## src/rtl/fetch_pkg.sv

```systemverilog
// Shared types and default sizing for the instruction fetch stage.
// Default widths match the memory controller IF port (32-bit words, 16-deep).
package fetch_pkg;

    localparam int FETCH_DATA_W    = 32;
    localparam int FETCH_DEPTH     = 16;
    localparam int FETCH_POS_W     = $clog2(FETCH_DEPTH);
    localparam int FETCH_FBDEPTH   = 2;
    localparam int FETCH_RESET_POS = 0;

    typedef enum logic [1:0] {
        IDLE   = 2'd0,
        REQ    = 2'd1,
        SQUASH = 2'd2
    } fetch_state_e;

    typedef struct packed {
        logic [FETCH_DATA_W-1:0] data;
        logic [FETCH_POS_W-1:0]  pos;
    } fetch_entry_t;

endpackage

```

## src/rtl/fetch_fifo.sv

```systemverilog
// Fetch buffer: DEPTH-entry FIFO with registered head (push visible next cycle), clear wins over push/pop.
// No internal backpressure: push when full is accepted only alongside a pop; pop when empty is ignored.
module fetch_fifo
    import fetch_pkg::*;
#(
    parameter int  DEPTH   = FETCH_FBDEPTH,
    parameter type entry_t = fetch_entry_t,
    localparam int CW      = $clog2(DEPTH + 1),
    localparam int PW      = (DEPTH > 1) ? $clog2(DEPTH) : 1
) (
    input  logic          clk_i,
    input  logic          rst_ni,
    input  logic          clear_i,
    input  logic          push_i,
    input  entry_t        push_dat_i,
    input  logic          pop_i,
    output entry_t        head_o,
    output logic [CW-1:0] count_o,
    output logic          full_o,
    output logic          empty_o
);

    entry_t        mem_q [DEPTH];
    entry_t        head_q, head_d;
    logic [PW-1:0] rd_q, rd_d, wr_q, wr_d;
    logic [CW-1:0] count_q, count_d, count_kept;
    logic          pop_ok, push_ok;

    assign pop_ok  = pop_i && (count_q != '0);
    assign push_ok = push_i && ((count_q != CW'(DEPTH)) || pop_ok);

    always_comb begin
        rd_d       = rd_q;
        wr_d       = wr_q;
        count_d    = count_q;
        head_d     = head_q;
        count_kept = count_q - CW'(pop_ok);
        if (clear_i) begin
            rd_d    = '0;
            wr_d    = '0;
            count_d = '0;
            head_d  = '0;
        end else begin
            rd_d    = rd_q + PW'(pop_ok);
            wr_d    = wr_q + PW'(push_ok);
            count_d = count_kept + CW'(push_ok);
            // Head is recomputed ahead of time so instr_o comes straight from a flop.
            if (count_d == '0) begin
                head_d = '0;
            end else if (count_kept == '0) begin
                head_d = push_dat_i;
            end else begin
                head_d = mem_q[rd_d];
            end
        end
    end

    always_ff @(posedge clk_i or negedge rst_ni) begin
        if (!rst_ni) begin
            rd_q    <= '0;
            wr_q    <= '0;
            count_q <= '0;
            head_q  <= '0;
        end else begin
            rd_q    <= rd_d;
            wr_q    <= wr_d;
            count_q <= count_d;
            head_q  <= head_d;
        end
    end

    always_ff @(posedge clk_i) begin
        if (push_ok && !clear_i) begin
            mem_q[wr_q] <= push_dat_i;
        end
    end

    assign head_o  = head_q;
    assign count_o = count_q;
    assign full_o  = (count_q == CW'(DEPTH));
    assign empty_o = (count_q == '0);

endmodule

```

## src/rtl/fetch_unit.sv

```systemverilog
// Instruction fetch: one outstanding IF read, words reach decode 1 cycle after if_read_valid_i; redirect flushes/squashes.
// Stops requesting when buffer + in-flight would exceed FBDEPTH; FETCH_PERF_EN adds fetch/stall counters.
module fetch_unit
    import fetch_pkg::*;
#(
    parameter int  MEMDATAWIDTH = FETCH_DATA_W,
    parameter int  MEMDEPTH     = FETCH_DEPTH,
    parameter int  FBDEPTH      = FETCH_FBDEPTH,
    parameter int  RESET_POS    = FETCH_RESET_POS,
    localparam int MD           = $clog2(MEMDEPTH)
) (
    input  logic                    clk_i,
    input  logic                    rst_ni,
    output logic                    if_read_en_o,
    output logic [MD-1:0]           if_read_pos_o,
    input  logic [MEMDATAWIDTH-1:0] if_read_data_i,
    input  logic                    if_read_valid_i,
    input  logic                    redirect_i,
    input  logic [MD-1:0]           redirect_pos_i,
    output logic [MEMDATAWIDTH-1:0] instr_o,
    output logic [MD-1:0]           instr_pos_o,
    output logic                    instr_valid_o,
`ifdef FETCH_PERF_EN
    output logic [31:0]             fetch_count_o,
    output logic [31:0]             stall_count_o,
`endif
    input  logic                    instr_ready_i
);

    localparam int CW = $clog2(FBDEPTH + 1);

    typedef struct packed {
        logic [MEMDATAWIDTH-1:0] data;
        logic [MD-1:0]           pos;
    } entry_t;

    fetch_state_e  state_q, state_d;
    logic [MD-1:0] pc_q, pc_d, pos_q, pos_d, pc_inc;
    logic          en_q, en_d;
    logic          push, pop;
    logic [CW-1:0] fifo_count;
    logic [CW:0]   occ_kept;
    logic          fifo_full, fifo_empty, room_after_push;
    entry_t        push_dat, head;

    assign pop             = instr_valid_o && instr_ready_i;
    assign pc_inc          = pc_q + MD'(1);
    assign occ_kept        = {1'b0, fifo_count} - (CW+1)'(pop);
    assign room_after_push = (occ_kept + (CW+1)'(1)) < (CW+1)'(FBDEPTH);
    assign push_dat        = entry_t'{data: if_read_data_i, pos: pc_q};

    fetch_fifo #(
        .DEPTH   (FBDEPTH),
        .entry_t (entry_t)
    ) u_fifo (
        .clk_i      (clk_i),
        .rst_ni     (rst_ni),
        .clear_i    (redirect_i),
        .push_i     (push),
        .push_dat_i (push_dat),
        .pop_i      (pop),
        .head_o     (head),
        .count_o    (fifo_count),
        .full_o     (fifo_full),
        .empty_o    (fifo_empty)
    );

    always_comb begin
        state_d = state_q;
        pc_d    = pc_q;
        pos_d   = pos_q;
        en_d    = en_q;
        push    = 1'b0;
        if (redirect_i) begin
            pc_d = redirect_pos_i;
            // A read already presented to the controller must still be completed, then dropped.
            if (state_q != IDLE && !if_read_valid_i) begin
                state_d = SQUASH;
            end else begin
                state_d = REQ;
                en_d    = 1'b1;
                pos_d   = redirect_pos_i;
            end
        end else begin
            unique case (state_q)
                IDLE: begin
                    if (!fifo_full || pop) begin
                        state_d = REQ;
                        en_d    = 1'b1;
                        pos_d   = pc_q;
                    end
                end
                REQ: begin
                    if (if_read_valid_i) begin
                        push = 1'b1;
                        pc_d = pc_inc;
                        if (room_after_push) begin
                            pos_d = pc_inc;
                        end else begin
                            state_d = IDLE;
                            en_d    = 1'b0;
                        end
                    end
                end
                SQUASH: begin
                    if (if_read_valid_i) begin
                        state_d = REQ;
                        pos_d   = pc_q;
                    end
                end
                default: begin
                    state_d = IDLE;
                    en_d    = 1'b0;
                end
            endcase
        end
    end

    always_ff @(posedge clk_i or negedge rst_ni) begin
        if (!rst_ni) begin
            state_q <= IDLE;
            pc_q    <= MD'(RESET_POS);
            pos_q   <= '0;
            en_q    <= 1'b0;
        end else begin
            state_q <= state_d;
            pc_q    <= pc_d;
            pos_q   <= pos_d;
            en_q    <= en_d;
        end
    end

    assign if_read_en_o  = en_q;
    assign if_read_pos_o = pos_q;
    assign instr_o       = head.data;
    assign instr_pos_o   = head.pos;
    assign instr_valid_o = !fifo_empty;

`ifdef FETCH_PERF_EN
    logic [31:0] fetch_cnt_q, stall_cnt_q;

    always_ff @(posedge clk_i or negedge rst_ni) begin
        if (!rst_ni) begin
            fetch_cnt_q <= '0;
            stall_cnt_q <= '0;
        end else begin
            if (push) begin
                fetch_cnt_q <= fetch_cnt_q + 32'd1;
            end
            if (state_q != IDLE && !if_read_valid_i) begin
                stall_cnt_q <= stall_cnt_q + 32'd1;
            end
        end
    end

    assign fetch_count_o = fetch_cnt_q;
    assign stall_count_o = stall_cnt_q;
`endif

endmodule

```

## config.mk

```make
export PLATFORM = sky130hd
export DESIGN_NAME = fetch_unit
export DESIGN_NICKNAME = d
export VERILOG_FILES = /design/src/rtl/fetch_pkg.sv /design/src/rtl/fetch_fifo.sv /design/src/rtl/fetch_unit.sv
export SDC_FILE = /design/constraint.sdc
export NUM_CORES = 1
export LEC_CHECK = 0
export CAP_MARGIN = 10
export CORE_UTILIZATION = 47
export DETAILED_ROUTE_END_ITERATION = 6
export PLACE_DENSITY = 0.75
export REMOVE_ABC_BUFFERS = 1
export SLEW_MARGIN = 10
export SYNTH_ARGS = -nofsm -noshare
export SYNTH_HDL_FRONTEND = slang
export SYNTH_SLANG_ARGS = --single-unit
```

## constraint.sdc

```tcl
create_clock -name clk_i -period 4.8 [get_ports clk_i]
set_clock_uncertainty 0.05 [all_clocks]
set_input_delay 0.96 -clock clk_i [delete_from_list [all_inputs] [get_ports clk_i]]
set_output_delay 0.96 -clock clk_i [all_outputs]
set_load 0.05 [all_outputs]
```

==> summary.txt <==
Clocking
  • CTS Root Cell: clkbuf_8
  • CTS tree: built
  • Inserted Clock Buffers: 17
  • Hold buffer count at CTS: 0
  • Max clock buf depth: 2
  • H-tree depth: 4
  • Post-CTS setup buffers: 0
  • Clock slew at reported path FFs: 0.06 ns
  • # resized after CTS: 0
  • Clock sinks: 123
  • Clk_lat worst skew: 0.49 ns

Place
  • Dpl hpwl: 5.14 mm
  • Placed cell areas: 5760 sq um
  • PortBufs: 82
  • Gpl congestion: 0.704

Global route
  • Initial antenna violation count: 0
  • Total gr overflow: 0
  • Largest net degree at the start of global routing: 73
  • Vias in the first global route: 2914
  • Global Route Usage Sum: 0.173
  • Global-route wire length before repair: 14.5 mm

Routing
  • 1st-iter DRT viols: 103
  • DRC Markers: 0
  • Post-DRT Antenna Nets: 0
  • Detailed Routing Iterations Pass 1: 4
  • Via density: 5.18
  • Drt total wl: 8.78 mm
  • Via count: 2854
  • Wire length per cell: 15.9 microns

Pwr
  • VDD IR max: 0.365 mV
  • Leakage Power: 2.56 nW
  • P per Cell Area: 718 nW/um^2
  • Design Power: 4.57 mW

Yosys
  • Sequential area share after synthesis: 0.706
  • Post-synthesis simple-gate area fraction: 0.0308
  • Cells after Synth: 318
  • Synth unique cells: 39
  • Main synth FF type: edfxtp_1
  • Mux share of post-synthesis cell area: 0.104
  • Post-Synth XOR/XNOR Area: 0.0231
  • Synth Area in Compound Gates: 0.0979
  • Async set or reset register ratio after synthesis: 0.415
  • Synth Area per Inst: 15.3 sq um
  • FF+latch count, synth: 123
  • Post-Synth Adder-Cell Area: 0.00771
  • Largest family of logic cells by synthesized area: multiplexers
  • EDFF count, synth: 72
  • Mapped Area: 4870 sq um
  • Synth warnings: 0

Setup path
  • Crit-path max FO: 36
  • Arr. time, crit path: 3.82 ns
  • CP endpoint kind: flip-flop
  • Crit Path Class: primary input to flip-flop
  • Crit-path max cell delay: 0.63 ns
  • Slowest-stage cell, CP: o21bai_4
  • Req. time, crit path: 5.16 ns
  • CP Cell Sequence: clkdlybuf4s50_1, nand3b_1, nor3_1, ha_1, xnor3_2, o21bai_4, o21ai_0, a21oi_1
  • Worst Setup Start Kind: primary input

Timing
  • WHS: 0.445 ns
  • RSZ-0062 raised after global routing: false
  • Final TNS setup: 0 ns
  • Final Max Tran Viols: 0
  • Max-slew headroom: 0.226
  • Fin crit share: 0.721
  • Max Fclk: 289 MHz
  • Slew @ Worst Pin: 1.16 ns
  • Min cycle time layout: 3.46 ns
  • Endpoints failing setup: 0
  • Hold Fails Final Rpt: 0

Floorplan
  • Die width: 104 microns
  • Ports: 83
  • Die Y: 104 microns
  • Core ar.: 9910 sq um
  • Die area: 10800 sq um
  • Row cnt: 36
  • Initial Util: 0.491

Layout
  • Area of the multi-input gates: 1290 sq um
  • FILL cells: 735
  • N_diodes: 0
  • Post-route cell area: 6370 sq um
  • Layout cells sized above 1: 0.136
  • Most frequent cells in the layout: clkdlybuf4s50_1 (81), edfxtp_1 (72), dfrtp_1 (51), a21oi_1 (38), mux2i_1 (36)
  • P&R area growth vs syn: 30.7%
  • Core Util, Final: 0.642
  • Nets: 449
  • Register area: 3440 sq um
  • Most common cell after layout, fill and taps aside: clkdlybuf4s50_1

Run status
  • Status: completed

Run
  • Max Cap Violations: 0

Hold path
  • Hold Path Class: flip-flop to flip-flop
## Yosys cell counts (4+ instances only)
master,n,share of area
edfxtp_1,72,0.44
nor3_1,4,0.0041
a21oi_1,38,0.039
xnor2_1,5,0.0090
buf_2,7,0.0072
o21ai_0,33,0.034
nor2_1,9,0.0069
dfrtp_1,51,0.26
inv_1,4,0.0031
clkbuf_1,7,0.0054
mux2i_1,36,0.074
o21ai_1,4,0.0041
mux2_2,10,0.023
## registers in the layout, indices dropped and copies added, names as in the netlist
register and flops:
u_fifo.count_o 2, state_q 2, u_fifo.head_o 36, u_fifo.wr_q 1
u_fifo.rd_q 1, if_read_en_o 1, pc_q 4, if_read_pos_o 4
u_fifo.mem_q 72
## cell families (layout without fill, tap and decap cells)
kind of cell | Yosys count | in the layout
AOI/OAI and AO/OA | 85 | 85
xor gates and xnor gates | 9 | 9
adders and majority gates | 3 | 3
buffers and inverters | 22 | 122
DFF | 123 | 123
muxes | 49 | 49
and+or+nand+nor | 27 | 27
## layer usage
metal | part of all wire | GRT usage
met1 | 0.46 | 0.224
met2 | 0.49 | 0.282
met3 | 0.049 | 0.0535
met4 | 0.0063 | 0.0520
met5 | 0 | 0
## worst max-delay path: cells and delay by family
| family | cells | cell delay, ns |
|---|---|---|
| XOR/XNOR | 1 | 0.28 |
| AO/OA/AOI/OAI | 3 | 1.03 |
| adder cells (fa/ha/maj) | 1 | 0.23 |
| AND/OR/NAND/NOR | 2 | 0.72 |
| buffers and inverters | 1 | 0.58 |
## per-stage QoR
stage,setup slack [ns],std cells
after floorplan,-0.461,300
after global placement,0.960,519
after detailed placement,0.829,519
after CTS,1.31,551
after global routing,1.02,551
final,1.34,551
## worst paths after layout
check                                        startpoint                            to  slack [ns]  cells after the start
min                        if_read_pos_o[0]$_DFFE_PN0P_  if_read_pos_o[0]$_DFFE_PN0P_        0.45                      1
max                                     if_read_valid_i   u_fifo.head_o[17]$_DFF_PN0_        1.34                      8
max in group asynchronous                        rst_ni    u_fifo.head_o[2]$_DFF_PN0_        3.69                      2
min reg2reg                if_read_pos_o[0]$_DFFE_PN0P_  if_read_pos_o[0]$_DFFE_PN0P_        0.45                      1
min in group asynchronous                        rst_ni   u_fifo.head_o[29]$_DFF_PN0_        0.55                      2
max reg2reg                      state_q[1]$_DFFE_PN0P_   u_fifo.head_o[17]$_DFF_PN0_        1.83                      7
## where the power goes
group	total, mW	switching, mW	internal (mW)
logic	1.84	1.21	0.630
registers	1.46	0.107	1.35
clock network	1.27	0.449	0.822
## area by class of cell
type / instances / share of cell area
Timing Repair Buffer: 86 / 0.133
Sequential cell: 123 / 0.540
Tap cell: 133 / 0.0261
Clock buffer: 19 / 0.0694
Inverter: 4 / 0.00236
Multi-Input combinational cell: 173 / 0.203
Clock inverter: 13 / 0.0259
Note: power is estimated with default switching activity, not from simulation.
